### src/rtl/inst_dispatch_pkg.sv
// Shared definitions for the instruction controllers: opcodes, field
// positions (as distances from the instruction MSB), layer config record
// and the PE target-mask helper.
package inst_dispatch_pkg;

  typedef enum logic [1:0] {
    OP_LOAD = 2'b00,
    OP_CALC = 2'b01,
    OP_SAVE = 2'b10,
    OP_CONF = 2'b11
  } op_e;

  // Field positions counted down from the MSB, so they hold for any INST_W.
  localparam int OP_OFF      = 0;   // 2-bit opcode
  localparam int TYPE_OFF    = 2;   // 4-bit layer type
  localparam int ID_OFF      = 6;   // ID_W-bit PE/group id
  localparam int POOL_OFF    = 6;   // pooling / depool flag
  localparam int RELU_OFF    = 7;   // relu flag
  localparam int IN_SEG_OFF  = 8;   // 4-bit input channel segments
  localparam int OUT_SEG_OFF = 12;  // 4-bit output channel segments
  localparam int IN_W_OFF    = 16;  // 8-bit input image width
  localparam int OUT_W_OFF   = 24;  // 8-bit output image width

  // Widest PE array the mask helper supports (PE_NUM must stay below this).
  localparam int MASK_MAX = 256;

  typedef struct packed {
    logic [3:0] layer_type;
    logic [3:0] in_ch_seg;
    logic [3:0] out_ch_seg;
    logic [7:0] in_img_width;
    logic [7:0] out_img_width;
    logic       pooling;
    logic       relu;
    logic       depool;
  } conf_t;

  // PEs addressed by an instruction: one PE in single mode, a group of
  // grp_size PEs otherwise. Bits at or above pe_num are always zero, so an
  // out-of-range id yields an empty mask rather than wrapping.
  function automatic logic [MASK_MAX-1:0] tgt_mask(input int id, input logic single,
                                                   input int grp_size, input int pe_num);
    logic [MASK_MAX-1:0] m;
    m = '0;
    for (int i = 0; i < MASK_MAX; i++) begin
      if (i >= pe_num) begin
        m[i] = 1'b0;
      end else if (single) begin
        m[i] = (i == id);
      end else begin
        m[i] = (i >= id * grp_size) && (i < id * grp_size + grp_size);
      end
    end
    return m;
  endfunction

endpackage

### src/rtl/inst_chan_out.sv
// One outbound instruction channel: holds valid and data from a load until
// the consumer accepts, and flags the accepting cycle with done_o.
module inst_chan_out #(
  parameter int W = 64
) (
  input  logic         clk,
  input  logic         rst,
  input  logic         load_i,
  input  logic [W-1:0] data_i,
  input  logic         ready_i,
  output logic         valid_o,
  output logic [W-1:0] data_o,
  output logic         done_o
);

  logic         valid_q, valid_d;
  logic [W-1:0] data_q, data_d;

  assign done_o  = valid_q & ready_i;
  assign valid_o = valid_q;
  assign data_o  = data_q;

  // Next state: load wins, otherwise drop valid once the handshake completes.
  always_comb begin
    valid_d = valid_q;
    data_d  = data_q;
    if (load_i) begin
      valid_d = 1'b1;
      data_d  = data_i;
    end else if (done_o) begin
      valid_d = 1'b0;
    end else begin
      valid_d = valid_q;
    end
  end

  // Channel registers; reset discards any pending transfer.
  always_ff @(posedge clk) begin
    if (rst) begin
      valid_q <= 1'b0;
      data_q  <= '0;
    end else begin
      valid_q <= valid_d;
      data_q  <= data_d;
    end
  end

endmodule

### src/rtl/inst_dispatch.sv
// Top-level instruction dispatcher: accepts one host instruction at a time,
// waits for the addressed PEs, then issues it to the DMA-in, PE or DMA-out
// channel (or applies it as layer config) and pulses ping-pong switches.
module inst_dispatch
  import inst_dispatch_pkg::*;
#(
  parameter int PE_NUM   = 32,
  parameter int INST_W   = 64,
  parameter int GRP_SIZE = 4,
  parameter int ID_W     = 6
) (
  input  logic              clk,
  input  logic              rst,
  input  logic              ins_valid_i,
  output logic              ins_ready_o,
  input  logic [INST_W-1:0] ins_i,
  output logic              working_o,
  output logic              ddr2pe_ins_valid_o,
  input  logic              ddr2pe_ins_ready_i,
  output logic [INST_W-1:0] ddr2pe_ins_o,
  output logic              pe_ins_valid_o,
  input  logic              pe_ins_ready_i,
  output logic [INST_W-1:0] pe_ins_o,
  output logic              pe2ddr_ins_valid_o,
  input  logic              pe2ddr_ins_ready_i,
  output logic [INST_W-1:0] pe2ddr_ins_o,
  output logic [3:0]        conf_layer_type_o,
  output logic [3:0]        conf_in_ch_seg_o,
  output logic [3:0]        conf_out_ch_seg_o,
  output logic [7:0]        conf_in_img_width_o,
  output logic [7:0]        conf_out_img_width_o,
  output logic              conf_pooling_o,
  output logic              conf_relu_o,
  output logic              conf_depool_o,
  output logic [PE_NUM-1:0] switch_d_o,
  output logic [PE_NUM-1:0] switch_p_o,
  output logic [PE_NUM-1:0] switch_i_o,
  output logic [PE_NUM-1:0] switch_a_o,
  output logic              switch_b_o,
  input  logic [PE_NUM-1:0] pe_done_i
);

  typedef enum logic [1:0] {ST_IDLE = 2'b00, ST_WAIT = 2'b01, ST_ISSUE = 2'b10} state_e;

  state_e              state_q, state_d;
  logic [INST_W-1:0]   ins_q, ins_d;
  logic [PE_NUM-1:0]   mask_q, mask_d;
  logic                dep_ok_q, dep_ok_d, dep_s;
  conf_t               conf_q, conf_d;
  logic [PE_NUM-1:0]   swd_q, swd_d, swp_q, swp_d, swi_q, swi_d, swa_q, swa_d;
  logic                swb_q, swb_d;
  logic                working_q, working_d;
  op_e                 op_in_s, op_q_s;
  logic                accept_s, issue_go_s, any_valid_s;
  logic                hs_ddr2pe_s, hs_pe_s, hs_pe2ddr_s;
  logic [3:0]          type_s;
  int                  id_s;
  logic [MASK_MAX-1:0] mask_full_s;
  logic                unused_mask_s;

  assign op_in_s     = op_e'(ins_i[INST_W-1-OP_OFF -: 2]);
  assign op_q_s      = op_e'(ins_q[INST_W-1-OP_OFF -: 2]);
  assign type_s      = ins_q[INST_W-1-TYPE_OFF -: 4];
  assign id_s        = int'(ins_i[INST_W-1-ID_OFF -: ID_W]);
  assign mask_full_s = tgt_mask(id_s, conf_q.layer_type[0], GRP_SIZE, PE_NUM);
  assign unused_mask_s = ^mask_full_s[MASK_MAX-1:PE_NUM];

  assign ins_ready_o = (state_q == ST_IDLE) & ~rst;
  assign accept_s    = ins_valid_i & ins_ready_o;
  assign issue_go_s  = (state_q == ST_WAIT) & dep_ok_q;
  assign any_valid_s = ddr2pe_ins_valid_o | pe_ins_valid_o | pe2ddr_ins_valid_o;

  inst_chan_out #(.W(INST_W)) u_ddr2pe (
    .clk(clk), .rst(rst), .load_i(issue_go_s & (op_q_s == OP_LOAD)), .data_i(ins_q),
    .ready_i(ddr2pe_ins_ready_i), .valid_o(ddr2pe_ins_valid_o), .data_o(ddr2pe_ins_o),
    .done_o(hs_ddr2pe_s));

  inst_chan_out #(.W(INST_W)) u_pe (
    .clk(clk), .rst(rst), .load_i(issue_go_s & (op_q_s == OP_CALC)), .data_i(ins_q),
    .ready_i(pe_ins_ready_i), .valid_o(pe_ins_valid_o), .data_o(pe_ins_o),
    .done_o(hs_pe_s));

  inst_chan_out #(.W(INST_W)) u_pe2ddr (
    .clk(clk), .rst(rst), .load_i(issue_go_s & (op_q_s == OP_SAVE)), .data_i(ins_q),
    .ready_i(pe2ddr_ins_ready_i), .valid_o(pe2ddr_ins_valid_o), .data_o(pe2ddr_ins_o),
    .done_o(hs_pe2ddr_s));

  // Instruction latch and target mask, captured on host acceptance.
  always_comb begin
    ins_d  = ins_q;
    mask_d = mask_q;
    if (accept_s) begin
      ins_d = ins_i;
      if (op_in_s == OP_CALC || op_in_s == OP_SAVE) begin
        mask_d = mask_full_s[PE_NUM-1:0];
      end else begin
        mask_d = '0;
      end
    end else begin
      ins_d = ins_q;
    end
  end

  // Dependency check, only meaningful (and only registered as true) in WAIT.
  always_comb begin
    dep_s = 1'b0;
    case (op_q_s)
      OP_CONF: dep_s = ~any_valid_s & (&pe_done_i);
      OP_LOAD: dep_s = 1'b1;
      default: dep_s = &(pe_done_i | ~mask_q);
    endcase
    dep_ok_d = (state_q == ST_WAIT) & dep_s;
  end

  // FSM next state: IDLE -> WAIT -> ISSUE -> IDLE.
  always_comb begin
    state_d = state_q;
    case (state_q)
      ST_IDLE:  if (accept_s) state_d = ST_WAIT; else state_d = ST_IDLE;
      ST_WAIT:  if (dep_ok_q) state_d = ST_ISSUE; else state_d = ST_WAIT;
      ST_ISSUE: begin
        if (op_q_s == OP_CONF || hs_ddr2pe_s || hs_pe_s || hs_pe2ddr_s) begin
          state_d = ST_IDLE;
        end else begin
          state_d = ST_ISSUE;
        end
      end
      default:  state_d = ST_IDLE;
    endcase
  end

  // Layer config update when a CONF instruction reaches ISSUE.
  always_comb begin
    conf_d = conf_q;
    if (state_q == ST_ISSUE && op_q_s == OP_CONF) begin
      conf_d.layer_type    = type_s;
      conf_d.in_ch_seg     = ins_q[INST_W-1-IN_SEG_OFF -: 4];
      conf_d.out_ch_seg    = ins_q[INST_W-1-OUT_SEG_OFF -: 4];
      conf_d.in_img_width  = ins_q[INST_W-1-IN_W_OFF -: 8];
      conf_d.out_img_width = ins_q[INST_W-1-OUT_W_OFF -: 8];
      conf_d.pooling       = (type_s[3:2] == 2'b00) ? ins_q[INST_W-1-POOL_OFF] : 1'b0;
      conf_d.relu          = (type_s[3:2] == 2'b00) ? ins_q[INST_W-1-RELU_OFF] : 1'b0;
      conf_d.depool        = (type_s[3:2] != 2'b00) ? ins_q[INST_W-1-POOL_OFF] : 1'b0;
    end else begin
      conf_d = conf_q;
    end
  end

  // Ping-pong strobes for the cycle after a PE or save handshake.
  always_comb begin
    swd_d = '0;
    swp_d = '0;
    swi_d = '0;
    swa_d = '0;
    swb_d = 1'b0;
    if (hs_pe_s) begin
      swd_d = mask_q;
      swp_d = mask_q;
      swi_d = mask_q;
      swa_d = (conf_q.layer_type[2:1] == 2'b10) ? mask_q : '0;
    end else if (hs_pe2ddr_s) begin
      swa_d = mask_q;
      swb_d = (conf_q.layer_type[2:1] == 2'b10) & ins_q[INST_W-1-TYPE_OFF-3];
    end else begin
      swb_d = 1'b0;
    end
    working_d = (state_q != ST_IDLE) | ins_valid_i | any_valid_s | ~(&pe_done_i);
  end

  // Controller state registers.
  always_ff @(posedge clk) begin
    if (rst) begin
      state_q   <= ST_IDLE;
      ins_q     <= '0;
      mask_q    <= '0;
      dep_ok_q  <= 1'b0;
      conf_q    <= '0;
      swd_q     <= '0;
      swp_q     <= '0;
      swi_q     <= '0;
      swa_q     <= '0;
      swb_q     <= 1'b0;
      working_q <= 1'b0;
    end else begin
      state_q   <= state_d;
      ins_q     <= ins_d;
      mask_q    <= mask_d;
      dep_ok_q  <= dep_ok_d;
      conf_q    <= conf_d;
      swd_q     <= swd_d;
      swp_q     <= swp_d;
      swi_q     <= swi_d;
      swa_q     <= swa_d;
      swb_q     <= swb_d;
      working_q <= working_d;
    end
  end

  assign working_o            = working_q;
  assign conf_layer_type_o    = conf_q.layer_type;
  assign conf_in_ch_seg_o     = conf_q.in_ch_seg;
  assign conf_out_ch_seg_o    = conf_q.out_ch_seg;
  assign conf_in_img_width_o  = conf_q.in_img_width;
  assign conf_out_img_width_o = conf_q.out_img_width;
  assign conf_pooling_o       = conf_q.pooling;
  assign conf_relu_o          = conf_q.relu;
  assign conf_depool_o        = conf_q.depool;
  assign switch_d_o           = swd_q;
  assign switch_p_o           = swp_q;
  assign switch_i_o           = swi_q;
  assign switch_a_o           = swa_q;
  assign switch_b_o           = swb_q;

endmodule
### config.mk
export PLATFORM = sky130hd
export DESIGN_NAME = inst_dispatch
export DESIGN_NICKNAME = d
export VERILOG_FILES = /design/src/rtl/inst_dispatch_pkg.sv /design/src/rtl/inst_chan_out.sv /design/src/rtl/inst_dispatch.sv
export SDC_FILE = /design/constraint.sdc
export NUM_CORES = 1
export LEC_CHECK = 0
export ABC_AREA = 1
export BUFFER_PORTS_ARGS = -buffer_cell sky130_fd_sc_hd__buf_4
export CAP_MARGIN = 15
export CORE_AREA = 5 5 175 177
export CTS_CLUSTER_DIAMETER = 50
export DETAILED_ROUTE_END_ITERATION = 7
export DIE_AREA = 0 0 180 182
export PLACE_DENSITY = 0.84
export SYNTH_ARGS = -nofsm -noshare
export SYNTH_HDL_FRONTEND = slang
export SYNTH_HIERARCHICAL = 1
export SYNTH_SLANG_ARGS = --single-unit
### constraint.sdc
create_clock -name clk -period 3.5 [get_ports clk]
set_input_delay 0.35 -clock clk [delete_from_list [all_inputs] [get_ports clk]]
set_output_delay 0.35 -clock clk [all_outputs]
set_load 0.005 [all_outputs]
==> Implementation_results.wiki <==
{| class="wikitable"
! Metric !! Value
|-
| Static leakage || 0.009282 uW
|-
| Proportion of synthesized flip-flops having asynchronous set or reset || 0%
|-
| Final std cells w/o fill || 2615
|-
| Path category of the worst min-delay check || input port to flip-flop
|-
| Htree depth || 2
|-
| Final hold violation count || 0
|-
| Number of setup violations in the final report || 0
|-
| Vias per cell || 5.415
|-
| Type of element capturing the critical path || flip-flop
|-
| DR pass1 iterations || 6
|-
| Critical path start-end classification || flip-flop to flip-flop
|-
| Total number of vias || 14160
|-
| Net count after synthesis || 1972
|-
| Per-instance average area after synthesis || 7.898 sq um
|-
| Fraction of final layout cells with drive strength greater than 1 || 26.70%
|-
| Slew of the pin with the lowest slew margin || 1174 ps
|-
| Maximum root-to-sink buffer count || 3
|-
| Critical path, cell by cell || inv_1 -> nor2_1 -> nand2_1 -> nor2_4 -> buf_4 -> o21ai_0 -> nor2_1
|-
| Post-cts gate resize count || 0
|-
| Max-slew violation total from the final report || 0
|-
| Starting density of the core || 50.51%
|-
| Highest attainable clock frequency || 0.4189 GHz
|-
| Most instantiated flip-flop cell in the synthesis netlist || dfxtp_1
|-
| Most frequent cells after synthesis || 433 x nor2_1, 391 x dfxtp_1, 255 x nand2_1
|-
| Post-detail-place hpwl || 33050 microns
|-
| RSZ-0062 raised after global routing || no
|-
| Total of max-cap violations || 0
|-
| Hold-fix buffers, CTS || 0
|-
| Total power draw || 9279 uW
|-
| Headroom to the max-slew limit || 21.71%
|-
| Placer's final routability congestion estimate || 0.9367
|-
| Clock tree from TritonCTS || done
|-
| IO Port Bufs || 458
|-
| Post-synth EDFFs || 0
|-
| Part of the cycle the worst path needs || 68.21%
|-
| Cell count after synthesis || 1860
|-
| Slowest cell delay on critical path || 560 ps
|-
| Insertion delay to the later sink of the worst-skew pair || 520 ps
|-
| Unique masters post-synth || 37
|-
| Final setup skew || 21.56 ps
|-
| Number of warnings reported in the yosys synthesis log || 6
|-
| Wire length per cell after detailed routing || 18.62 microns
|-
| Total die area || 32760 sq um
|-
| Seq cells post-synth || 391
|-
| Result of the run || finished, final reports clean
|-
| Remaining antenna violation count after routing || 0
|-
| Post-route setup TNS || 0 ps
|-
| 1st-iter DRT viols || 1516
|-
| Remaining global-route overflow || 0
|-
| Diode count || 0
|-
| Buffers inserted during post-CTS setup optimization || 0
|-
| Gr usage total || 27.71%
|-
| Critical Path Slowest Stage Cell || nor2_4
|-
| Syn Std Cell Area || 14690 sq um
|-
| Synth area leaders || dfxtp_1 53%, nor2_1 11%, o21ai_0 7.9%
|-
| Number of placement rows || 63
|-
| Area of the placeable core || 29090 sq um
|-
| Clock period minus worst slack || 2387 ps
|-
| Area share of the largest cell type after synthesis || 53.28%
|-
| Total wirelength of the detailed-routed design || 48700 microns
|-
| Antenna violations before repair || 1
|-
| DRC viols || 0
|-
| Die Y-Extent || 182 microns
|-
| Most repeated cell in the gate-level netlist after synthesis || nor2_1
|-
| Cell taking the most area after synthesis || dfxtp_1
|-
| Power density over the cells || 489.4 nW/um^2
|-
| Required time of the critical path || 3950 ps
|-
| Width of the die || 180 microns
|-
| Data arrival, critical path || 2830 ps
|-
| Number of ports placed on the die boundary || 459
|-
| Crit path top cell by count || nor2_1
|-
| Critical-path maximum fanout || 45
|-
| Maximum number of pins on one net before global-route repair || 97
|-
| Number of global-route vias before repair || 13710
|-
| VDD IR max || 0.3809 mV
|-
| Fraction of the yosys area taken by sequential cells || 53.28%
|-
| Area growth from synthesis to layout || 29.06%
|-
| CTS Buf Count || 40
|-
| CP startpoint kind || flip-flop
|-
| First-pass GRT wire length || 74630 microns
|-
| Total placed cells including tap cells || 2542
|-
| Number of clock sinks || 391
|-
| Clock transition at the register clock pins on the worst setup and hold paths after CTS || 70 ps
|-
| Root buffer cell || clkbuf_16
|-
| Net count of the finished layout || 2307
|}
==> area by class of cell <==
cell class,count,area (sq um)
clock buffers,62,1246
clock inverters,10,78.83
fillers,2399,10130
inverters,88,339.1
multi-input cells,1205,5439
flip-flops and latches,391,7828
well taps,390,488.0
repair buffers,469,3541
==> state kept, by name, indices dropped and copies added, names as in the netlist, 8 cells and up <==
| signal | count |
|---|---|
| ins_q | 64 |
| u_ddr2pe/data_o | 64 |
| u_pe/data_o | 64 |
| u_pe2ddr/data_o | 64 |
| mask_q | 32 |
| switch_a_o | 32 |
| switch_d_o | 32 |
| conf_in_img_width_o | 8 |
| conf_out_img_width_o | 8 |
==> metrics by stage <==
step / util [%] / hold slack (ps) / area, sq um / worst slack (ps)
after floorplan: - / 412.4 / 14690 / 1960
after global placement: 60.53 / 450.5 / 17610 / 1259
after detailed placement: 60.53 / 455.3 / 17610 / 1220
after CTS: 65.09 / 1.173 / 18930 / 1146
after global routing: 65.18 / 15.08 / 18960 / 995.2
final: 65.18 / 10.67 / 18960 / 1113
==> logic make-up (layout without fill, tap and decap cells) <==
family / after synthesis / after routing / share of synthesized area (%)
compound gates: 313 / 313 / 11.06
xor+xnor: 1 / 1 / 0.05963
fa+ha+maj: 10 / 10 / 0.8517
buf+inv: 264 / 629 / 9.939
flops: 391 / 391 / 53.28
simple gates: 881 / 881 / 24.80
==> worst max-delay path, delay by kind of cell (launching register included) <==
kind / cells / cell delay [ps]
compound gates: 1 / 200
buf+inv: 2 / 610
flops: 1 / 370
simple gates: 4 / 1110
==> report_power, final <==
group	leakage (uW)	internal [uW]	switching, uW
registers	0.00316	4530	105
logic	0.00547	163	269
clock network	0.000646	2460	1750
==> routing by layer <==
layer	part of all wire, %	GRT usage [%]	vias to the layer above
met1	38	34.59	6570
met4	4.6	11.80	2
met2	48	46.35	856
met5	0.027	0	-
met3	9.9	6.290	140
li1	-	-	6591
==> cells in the final DEF, fill, tap and decap left out, types with 6 or more instances in the layout <==
cell type	synthesis	routed
a31oi_1	6	6
nand2_1	255	254
o22ai_1	14	14
nor2_2	30	31
clkbuf_16	0	42
o21ai_0	233	233
o21ai_1	9	8
nor2_1	433	429
dfxtp_1	391	391
ha_1	10	10
a21oi_1	41	41
buf_4	65	468
nor3_1	25	25
clkbuf_1	54	8
nand4_1	14	14
nand3_1	110	110
inv_2	8	8
clkbuf_8	0	12
inv_1	76	76
==> path summary, 6_finish.rpt <==
check / startpoint / to / slack (ps) / depth (start not counted)
worst max-delay path: state_q[0] / u_pe/data_o[49] / 1110 / 7
worst min-delay path: ins_i[11] / ins_q[11] / 10 / 3
worst max register to register: state_q[0] / u_pe/data_o[49] / 1110 / 7
worst min register to register: conf_in_img_width_o[5] / conf_in_img_width_o[5] / 460 / 2
(Power assumes the default switching activity.)
